$ cat src/rtl/multicycle_ctrl.sv
// rtl/multicycle_ctrl.sv - multicycle load/store/R-type/branch control FSM with retire counter
module multicycle_ctrl (
  input  logic        clk,
  input  logic        reset,
  input  logic [6:0]  opcode,
  input  logic [2:0]  funct3,
  input  logic        funct7b5,
  input  logic        zero,
  input  logic        mem_ready,
  output logic        pc_write,
  output logic        ir_write,
  output logic        adr_src,
  output logic        mem_read,
  output logic        mem_write,
  output logic        reg_write,
  output logic [1:0]  alu_src_a,
  output logic [1:0]  alu_src_b,
  output logic [1:0]  result_src,
  output logic [1:0]  alu_op,
  output logic [1:0]  imm_sel,
  output logic [3:0]  state,
  output logic        illegal,
  output logic [31:0] retired
);

  typedef enum logic [3:0] {
    S_FETCH    = 4'd0,
    S_DECODE   = 4'd1,
    S_MEMADR   = 4'd2,
    S_MEMREAD  = 4'd3,
    S_MEMWB    = 4'd4,
    S_MEMWRITE = 4'd5,
    S_EXECR    = 4'd6,
    S_ALUWB    = 4'd7,
    S_BRANCH   = 4'd8,
    S_TRAP     = 4'd9
  } state_t;

  localparam logic [6:0] OP_LOAD   = 7'b0000011;
  localparam logic [6:0] OP_STORE  = 7'b0100011;
  localparam logic [6:0] OP_RTYPE  = 7'b0110011;
  localparam logic [6:0] OP_BRANCH = 7'b1100011;

  state_t      state_q, state_d;
  logic        illegal_q, illegal_d;
  logic [31:0] retired_q, retired_d;

  logic       pc_write_c, ir_write_c, adr_src_c, mem_read_c, mem_write_c, reg_write_c;
  logic [1:0] alu_src_a_c, alu_src_b_c, result_src_c, alu_op_c, imm_sel_c;
  logic       retire_c;

  // funct7b5 is consumed by the ALU decoder, not by this sequencer
  logic unused_funct7b5;
  assign unused_funct7b5 = funct7b5;

  always_comb begin
    state_d      = state_q;
    pc_write_c   = 1'b0;
    ir_write_c   = 1'b0;
    adr_src_c    = 1'b0;
    mem_read_c   = 1'b0;
    mem_write_c  = 1'b0;
    reg_write_c  = 1'b0;
    alu_src_a_c  = 2'b00;
    alu_src_b_c  = 2'b00;
    result_src_c = 2'b00;
    alu_op_c     = 2'b00;
    imm_sel_c    = 2'b00;
    retire_c     = 1'b0;

    case (state_q)
      S_FETCH: begin
        mem_read_c = 1'b1;
        if (mem_ready) begin
          ir_write_c  = 1'b1;
          pc_write_c  = 1'b1;
          alu_src_b_c = 2'b10;
          state_d     = S_DECODE;
        end
      end
      S_DECODE: begin
        alu_src_a_c = 2'b01;
        alu_src_b_c = 2'b01;
        imm_sel_c   = 2'b10;
        case (opcode)
          OP_LOAD, OP_STORE: state_d = S_MEMADR;
          OP_RTYPE:          state_d = S_EXECR;
          OP_BRANCH:         state_d = (funct3[2:1] == 2'b00) ? S_BRANCH : S_TRAP;
          default:           state_d = S_TRAP;
        endcase
      end
      S_MEMADR: begin
        alu_src_a_c = 2'b10;
        alu_src_b_c = 2'b01;
        imm_sel_c   = (opcode == OP_STORE) ? 2'b01 : 2'b00;
        if (opcode == OP_LOAD)       state_d = S_MEMREAD;
        else if (opcode == OP_STORE) state_d = S_MEMWRITE;
        else                         state_d = S_TRAP;
      end
      S_MEMREAD: begin
        mem_read_c = 1'b1;
        adr_src_c  = 1'b1;
        if (mem_ready) state_d = S_MEMWB;
      end
      S_MEMWB: begin
        reg_write_c  = 1'b1;
        result_src_c = 2'b01;
        retire_c     = 1'b1;
        state_d      = S_FETCH;
      end
      S_MEMWRITE: begin
        mem_write_c = 1'b1;
        adr_src_c   = 1'b1;
        if (mem_ready) begin
          retire_c = 1'b1;
          state_d  = S_FETCH;
        end
      end
      S_EXECR: begin
        alu_src_a_c = 2'b10;
        alu_op_c    = 2'b10;
        state_d     = S_ALUWB;
      end
      S_ALUWB: begin
        reg_write_c = 1'b1;
        retire_c    = 1'b1;
        state_d     = S_FETCH;
      end
      S_BRANCH: begin
        alu_src_a_c = 2'b10;
        alu_op_c    = 2'b01;
        imm_sel_c   = 2'b10;
        // beq takes on zero, bne on not-zero
        pc_write_c  = zero ^ funct3[0];
        retire_c    = 1'b1;
        state_d     = S_FETCH;
      end
      S_TRAP:  state_d = S_TRAP;
      default: state_d = S_TRAP;
    endcase

    illegal_d = illegal_q | (state_d == S_TRAP);
    retired_d = retire_c ? retired_q + 32'd1 : retired_q;
  end

  always_ff @(posedge clk or posedge reset) begin
    if (reset) begin
      state_q   <= S_FETCH;
      illegal_q <= 1'b0;
      retired_q <= 32'd0;
    end else begin
      state_q   <= state_d;
      illegal_q <= illegal_d;
      retired_q <= retired_d;
    end
  end

  // Outputs are masked by reset so an in-flight memory access drops at once
  assign pc_write   = pc_write_c  & ~reset;
  assign ir_write   = ir_write_c  & ~reset;
  assign adr_src    = adr_src_c   & ~reset;
  assign mem_read   = mem_read_c  & ~reset;
  assign mem_write  = mem_write_c & ~reset;
  assign reg_write  = reg_write_c & ~reset;
  assign alu_src_a  = reset ? 2'b00 : alu_src_a_c;
  assign alu_src_b  = reset ? 2'b00 : alu_src_b_c;
  assign result_src = reset ? 2'b00 : result_src_c;
  assign alu_op     = reset ? 2'b00 : alu_op_c;
  assign imm_sel    = reset ? 2'b00 : imm_sel_c;
  assign state      = state_q;
  assign illegal    = illegal_q;
  assign retired    = retired_q;

endmodule
$ cat config.mk
export PLATFORM = sky130hd
export DESIGN_NAME = multicycle_ctrl
export DESIGN_NICKNAME = d
export VERILOG_FILES = /design/src/rtl/multicycle_ctrl.sv
export SDC_FILE = /design/constraint.sdc
export NUM_CORES = 1
export LEC_CHECK = 0
export ABC_AREA = 0
export BUFFER_PORTS_ARGS = -buffer_cell sky130_fd_sc_hd__buf_2
export CORE_ASPECT_RATIO = 1.5
export CORE_MARGIN = 5
export CORE_UTILIZATION = 54
export DETAILED_ROUTE_END_ITERATION = 7
export PLACE_DENSITY = 0.85
export SLEW_MARGIN = 30
export SYNTH_ARGS = -nofsm -noshare
export SYNTH_HDL_FRONTEND = slang
export SYNTH_SLANG_ARGS = --single-unit
$ cat constraint.sdc
create_clock -name clk -period 3.71 [get_ports clk]
set_input_delay 0.371 -clock clk [delete_from_list [all_inputs] [get_ports clk]]
set_output_delay 0.371 -clock clk [all_outputs]
set_load 0.05 [all_outputs]
Word level (Yosys, flattened, before mapping) --
Cells that the tools add are included.
Cells by class: mux-type cells 28, add/subtract/negate cells 1, bitwise logic cells 9, reduce and logical (&&, ||, !) cells 10, eq/ne operators 13
Operators with widths (number):
- 32-bit by 1-bit adder with 32-bit output, second input constant | 1
- 4-bit one-hot mux with 7 select lines | 1
- 4-bit two-way mux | 5
- 4-bit by 3-bit equality test with 1-bit output, second input constant | 4
- 2-bit one-hot mux with 2 select lines | 4
- 7-bit by 6-bit equality test with 1-bit output, second input constant | 2
- 2-bit two-way mux | 6
- 4-bit one-hot mux with 3 select lines | 1
- 2-bit OR reduction | 6
- 1-bit two-way mux | 9
- 4-bit by 2-bit equality test with 1-bit output, second input constant | 2
- 4-bit equality test, second input constant | 2
- 7-bit by 2-bit equality test with 1-bit output, second input constant | 1
- 7-bit equality test, second input constant | 1
- 1-bit AND | 6
- 3-bit OR reduction | 2
- 4-bit by 1-bit equality test with 1-bit output, second input constant | 1
- 4-bit zero test | 1
- 1-bit one-hot mux with 2 select lines | 2
- 2-bit zero test | 1
- 1-bit inverter | 1
- 1-bit OR | 1
- 1-bit XOR | 1
Storage, ports and cells: bits of input ports 15, register bits after elaboration 37, output and inout bits 53, word-level logic and storage cells 64

Depth between registers and ports, before layout --
Gate-level depths: netlist of run 1.
word-level depth 6, depth in mapped cells 6, depth with buffers taken out 5

Least setup slack after synthesis of run 1 --
Ideal clock, no wire load.
kind input to output, start point input reset, end point output pc_write, buffers on the path 0, stages on the path 3, data arrival time 3.824 ns, path slack -0.485 ns, required time 3.339 ns, cells stage by stage inv_1 > nand2_1 > a2111oi_0
Between the ends: word-level cells in the longest chain between the ends 2
Ends and longest elaborated chain:
- start: declaration | RTL line 4 | input logic reset,
- 1-bit inverter | RTL line 159 | assign pc_write = pc_write_c & ~reset;
- 1-bit AND | RTL line 159
- end: declaration | RTL line 10 | output logic pc_write,
Every way passes these cells.

Worst setup path in the final report of run 1 --
start point register state_q[3], in the netlist state[3], end point output imm_sel[0]
Between the ends: word-level cells in the longest chain between the ends 4
Ends and longest elaborated chain:
- start: declaration | RTL line 44 | state_t state_q, state_d;
- start signal: assignment | RTL line 152 | state_q <= state_d;
- 4-bit by 1-bit equality test with 1-bit output / 4-bit equality test (equally long branches) | RTL line 71 | case (state_q)
- 2-bit OR reduction (no source line)
- 2-bit one-hot mux with 2 select lines (*) | RTL line 71
- 2-bit two-way mux (*) | RTL line 169 | assign imm_sel = reset ? 2'b00 : imm_sel_c;
- end: declaration | RTL line 20 | output logic [1:0] imm_sel,
Every way passes the cells marked *; elsewhere a longest branch is shown, timed or not.

==> impl_metrics.json, run 1 <==
{
  "startpoint": "state[3]",
  "end_kind": "primary output",
  "dpl.hpwl_um": 3460,
  "netlist_area_mm2": 0.00204,
  "worstSetupPathType": "register to primary output",
  "synth_ff_type": "dfrtp_1",
  "power_frac_comb_pct": 40.5,
  "core_area_mm2": 0.00368,
  "min_period_over_period_pct": 70.1,
  "path_buf_inv": 1,
  "synth_area_per_cell_um2": 10.0,
  "drive_above_1_share_pct": 30.3,
  "io_pins": 68,
  "p_sw_w": 0.000627,
  "cts_sinks": 37,
  "synth_edf_count": 0,
  "antenna_left": 0,
  "fin_crit_ps": 2600,
  "nets": 283,
  "cts_root_buf": "clkbuf_8",
  "dr.pass1.iters": 4,
  "skew_ps": 4.04,
  "critPathLaunchType": "register",
  "cts_setup_buffers": 0,
  "h-tree-depth": 2,
  "die-height_um": 85.4,
  "yosys_register_bits": 37,
  "syn_inst": 204,
  "max_slew_margin_pct": 59.0,
  "vias": 1728,
  "cts_buffers": 5,
  "die_w_um": 60.2,
  "synthAdderAreaFrac_pct": 0.612,
  "internal-power_w": 0.000750,
  "cp.required_ps": 3340,
  "clock_path_buffers": 2,
  "synth.distinct_cells": 41,
  "grt_pass1_wl_um": 7990,
  "vdd_ir_drop_max_mv": 0.497,
  "antenna_found_initial": 0,
  "synth-xor-area-share_pct": 14.6,
  "synth_compound_area_share_pct": 6.36,
  "drv_slew": 0,
  "swShare_pct": 45.5,
  "synth_simple_gate_area_share_pct": 28.6,
  "hold-worst-slack_ps": 255,
  "io_buffers": 65,
  "grt_pass1_vias": 1774,
  "placementRows": 27,
  "synth.mux.area_fraction_pct": 1.10,
  "antennaDiodeCount": 0,
  "drt_iter0_drc": 106,
  "clkPwrFrac_pct": 20.1,
  "ys_seq_area_share_pct": 45.3,
  "hold_viol": 0,
  "worst_ep_arrival_time_ps": 2230,
  "cpLargestDelayFamily": "simple AND/OR/NAND/NOR gates",
  "synth_warnings": 0,
  "power_density_mw_per_mm2": 557,
  "status": "completed",
  "timing.fmax_mhz": 384,
  "totalWireLength_um": 4680,
  "r2r-start": "state[3]",
  "p_leak_nw": 1.26,
  "rsz0062_at_grt": "false",
  "cpMaxStageDelayCell": "or4b_2",
  "cts_resized": 0,
  "tritoncts": "yes",
  "drv_cap": 0,
  "drc_errors": 0,
  "via_per_inst": 5.57,
  "seqPwrFrac_pct": 39.4,
  "synth_fp_nets": 220,
  "setup-tns-final_ps": 0,
  "start_util_pct": 55.5,
  "grt_max_degree": 38,
  "synth_top_family_by_area": "simple AND/OR/NAND/NOR gates",
  "min_path_type": "input pin to asynchronous set/reset pin",
  "die_area_mm2": 0.00514,
  "area_delta_synth_final_pct": 20.9,
  "finalWeightedCongestion": 0.772,
  "crit_chain": "or4b_2 -> nor4_1 -> buf_2",
  "grt_usage_pct": 20.1,
  "cts_hold_buffers": 0,
  "tightest_slew_ps": 615,
  "setup_viol": 0,
  "path_clk_slew_ps": 70,
  "grt_overflow": 0,
  "slowest_delay_ps": 770,
  "cp_max_fo": 20,
  "num-fill-cells": 329,
  "routedWlPerCell_um": 15.1,
  "clkLatencyLatePin_ps": 280,
  "async_flop_share_pct": 100
}
[final cells by class]
class / count / area, um^2 / area share, %
timing repair buffer: 66 / 333 / 13.5
clock buffer: 7 / 86.3 / 3.49
inverter: 4 / 15.0 / 0.607
sequential: 37 / 926 / 37.4
multi-input combinational: 153 / 1060 / 42.8
tap: 43 / 53.8 / 2.18
[state kept, by name, summed over array words and instances (netlist names)]
signal   count
retired     32
state        4
illegal      1
[kinds of logic after synthesis]
logic type      count (synthesis)
buf+inv                        14
mux                             2
compound gates                 19
flops                          37
xor+xnor                       34
other cells                     1
fa+ha+maj                       1
simple gates                   96
[synth_stat cells, drive strengths merged (2+ instances only)]
master	count	area, um^2
dfrtp	37	926
xnor2	27	236
nand3	20	100
nor2	13	48.8
nand2	11	41.3
nand4	8	50.1
and3	7	43.8
nor3	7	35.0
xor2	7	61.3
buf	6	37.5
nor4b	6	82.6
a21oi	5	25.0
and4	5	43.8
nor2b	5	31.3
o21ai	5	25.0
clkbuf	4	15.0
inv	4	15.0
nand2b	3	18.8
mux2	2	22.5
nor4	2	12.5
o22ai	2	12.5
o31ai	2	15.0
or3	2	12.5
[cell usage in the layout (no fill, tap or decap), drive strengths merged, types with 2 or more instances in the layout]
master,Yosys,routed
nand2,11,11
and4,5,5
inv,4,4
o31ai,2,2
nor3,7,7
mux2,2,2
nand2b,3,3
and3,7,7
nand3,20,20
nor4b,6,6
buf,6,66
nor2,13,13
a21oi,5,5
o21ai,5,5
dfrtp,37,37
nor4,2,2
nor2b,5,5
xnor2,27,27
o22ai,2,2
nand4,8,8
clkbuf,4,7
or3,2,2
xor2,7,7
[path summary, 6_finish.rpt]
path | slack [ps] | end | depth (start not counted)
hold reg to reg | 460 | retired[31] | 1
setup / recovery | 1110 | imm_sel[0] | 3
min in group clk | 400 | state[2] | 3
hold / removal | 250 | state[2] | 3
max in group asynchronous | 3110 | retired[6] | 3
setup reg to reg | 1400 | retired[24] | 5
[stage by stage]
step	util [%]	power, W	area, um^2	setup WS (ps)	std cells
6_report	67.1	0.00138	2470	1110	310
5_1_grt	67.1	0.00145	2470	954	310
4_1_cts	67.1	0.00139	2470	1130	310
3_5_place_dp	64.8	0.00111	2390	1440	303
3_3_place_gp	64.8	0.00110	2390	1450	303
2_1_floorplan	-	0.000994	2050	147	204
[worst register-to-register path: stages, from the launching register on]
cell and delay (ps):
dfrtp_1 730, xor2_1 290, a211oi_4 160, nor4b_4 590
nand4_1 230, xnor2_1 180
[power by group through the flow]
| stage | Sequential (W) | Clock, W | Combinational (W) |
|---|---|---|---|
| CTS | 0.000541 | 0.000284 | 0.000564 |
| global placement | 0.000547 | 0 | 0.000553 |
| global route | 0.000550 | 0.000299 | 0.000596 |
| finish | 0.000542 | 0.000277 | 0.000558 |
| floorplan | 0.000648 | 0 | 0.000346 |
| detailed placement | 0.000548 | 0 | 0.000563 |
[layer usage]
layer  global-route usage [%]  up-vias  part of all wire [%]
met1                     23.3      834                    39
met3                     4.72        6                   4.3
met4                     7.46        0                   1.4
li1                         -      848                     -
met5                        0        -                     0
met2                     34.6       40                    56
No activity file was read; power rests on OpenSTA's default activity.
==> run 2: changes to the inputs <==
- ABC_AREA: 0 -> 1
- CORE_UTILIZATION: 54 -> 53
- PLACE_DENSITY: 0.85 -> 0.8
- clock period: 3.71 -> 2.45 ns (I/O delays scaled with it)
==> impl_metrics.json, run 2 <==
{
  "synth_top_area_cell": "dfrtp_1",
  "cts_setup_buffers": 0,
  "layout_commonest_cell": "nand2_1",
  "clock_path_buffers": 2,
  "worst_ep_arrival_time_ps": 1780,
  "tritoncts": "yes",
  "multiInputGateArea_mm2": 0.00145,
  "totalWireLength_um": 6750,
  "final_cell_mix": "155 x nand2_1, 68 x nor2_1, 65 x buf_2, 37 x dfrtp_1, 34 x inv_1",
  "path_clk_slew_ps": 80,
  "via_per_inst": 5.07,
  "routedWlPerCell_um": 12.8,
  "fin_util_pct": 64.6,
  "area_delta_synth_final_pct": 19.4,
  "grt_usage_pct": 22.8,
  "drv_cap": 0,
  "netlist_top_cells_count": "155 x nand2_1, 68 x nor2_1, 37 x dfrtp_1",
  "drc_errors": 0,
  "grt_overflow": 0,
  "nets": 478,
  "min_path_type": "input pin to asynchronous set/reset pin",
  "antenna_left": 0,
  "cts_hold_buffers": 0,
  "crit_chain": "nor2_1 -> inv_1 -> nor2_1 -> inv_1 -> a21oi_1 -> buf_2",
  "netlist_area_mm2": 0.00258,
  "cts_resized": 0,
  "grt_pass1_vias": 2542,
  "largest_register_ffs": 32,
  "synth_warnings": 0,
  "fin_crit_ps": 2020,
  "vias": 2680,
  "io_buffers": 65,
  "finalNonFillerCells": 529,
  "ys_seq_area_share_pct": 35.9,
  "synth_ff_type": "dfrtp_1",
  "die_w_um": 67.0,
  "vdd_ir_drop_max_mv": 0.245,
  "drive_above_1_share_pct": 21.2,
  "min_period_over_period_pct": 82.6,
  "syn_inst": 394,
  "final-seq-area_um2": 926,
  "slowest_delay_ps": 450,
  "status": "completed",
  "rsz0062_at_grt": "false",
  "cts_root_buf": "clkbuf_8",
  "cts_buffers": 5,
  "synth_fp_nets": 410,
  "placed_cells_incl_taps": 521,
  "use_met2_pct": 41.6,
  "die-height_um": 95.5,
  "setup_viol": 0,
  "start_util_pct": 54.1,
  "power_density_mw_per_mm2": 417,
  "drt_iter0_drc": 125,
  "dr.pass1.iters": 4,
  "h-tree-depth": 2,
  "antenna_found_initial": 0,
  "worstSetupPathType": "register to primary output",
  "yosysMostFrequentCell": "nand2_1",
  "setup-tns-final_ps": 0,
  "io_pins": 68,
  "met3_usage_pct": 4.60,
  "hold_viol": 0,
  "clkLatencyLatePin_ps": 290,
  "synth.top_cell.area_share_pct": 35.9,
  "async_flop_share_pct": 100,
  "grt_max_degree": 38,
  "antennaDiodeCount": 0,
  "die_area_mm2": 0.00639,
  "critPathLaunchType": "register",
  "grt_pass1_wl_um": 11200,
  "placementRows": 31,
  "cts_sinks": 37,
  "synth_top_cells_by_area": "dfrtp_1 36%, nand2_1 23%, nor2_1 9.9%",
  "finalWeightedCongestion": 0.925,
  "grt-busiest-layer": "met2",
  "synth_edf_count": 0,
  "core_area_mm2": 0.00477,
  "skew_ps": 7.99,
  "gr-usage-met1_pct": 23.6,
  "synth_area_per_cell_um2": 6.55,
  "end_kind": "primary output",
  "yosys_register_bits": 37,
  "timing.fmax_mhz": 494,
  "dpl.hpwl_um": 5310,
  "cp_max_fo": 6,
  "drv_slew": 0,
  "cpMaxStageDelayCell": "dfrtp_1",
  "cp.required_ps": 2200,
  "p_leak_nw": 1.52,
  "num-fill-cells": 437,
  "synth.distinct_cells": 29
}
run 2: changes by cell type in the layout (fill, tap and decap cells not counted), sizes merged, moves of 6 or more:
cell    before  now
nor4b        6    0
and3         7    0
nand2       11  159
inv          4   38
nor2        13   75
xnor2       27   11
nand3b       0    8
run 2: metal layers:
layer  vias up  wire [um]
li1       1347          -
met1      1221       2550
met2        93       3490
met3        19        454
met4         0        259
met5         -          0
run 2: cells by family after synthesis:
group                      synth area share (%)
DFF                                        35.9
xor gates and xnor gates                   6.11
and+or+nand+nor                            45.3
AOI/OAI and AO/OA                          4.07
other                                     0.145
adders and majority gates                 0.485
buffers and inverters                      8.00
run 2: through the flow:
step	worst slack, ps	hold slack (ps)	area [um^2]	total power, W
floorplan	161	433	2580	0.000646
global placement	652	445	2950	0.000662
detailed placement	574	453	2950	0.000664
CTS	450	211	3080	0.00129
global route	222	247	3080	0.00133
finish	426	195	3080	0.00128
run 2: cell type report:
type	count	area share (%)
Inverter	38	4.63
Clock buffer	5	2.23
Tap cell	66	2.68
Multi-Input combinational cell	312	47.0
Timing Repair Buffer	68	11.3
Clock inverter	3	2.11
Sequential cell	37	30.0
run 2: power breakdown:
group	internal [W]	switching, W	leakage [nW]
Clock	0.000405	0.000228	0.0681
Combinational	0.0000120	0.0000284	0.965
Sequential	0.000610	0	0.491
run 2: worst max-delay path, delay by kind of cell, from the launching register on:
family	cells	cell delay, ps
compound gates	1	120
buf+inv	3	460
flops	1	450
simple gates	2	440
run 2: path summary, 6_finish.rpt:
path	start	endpoint	slack (ps)	cells after the start
max reg2reg	state[0]	retired[22]	560	7
min in group clk	funct3[1]	state[0]	340	5
max	state[2]	imm_sel[1]	430	6
min	reset	retired[18]	200	3
max in group asynchronous	reset	retired[5]	1910	3
min reg2reg	illegal	illegal	470	2
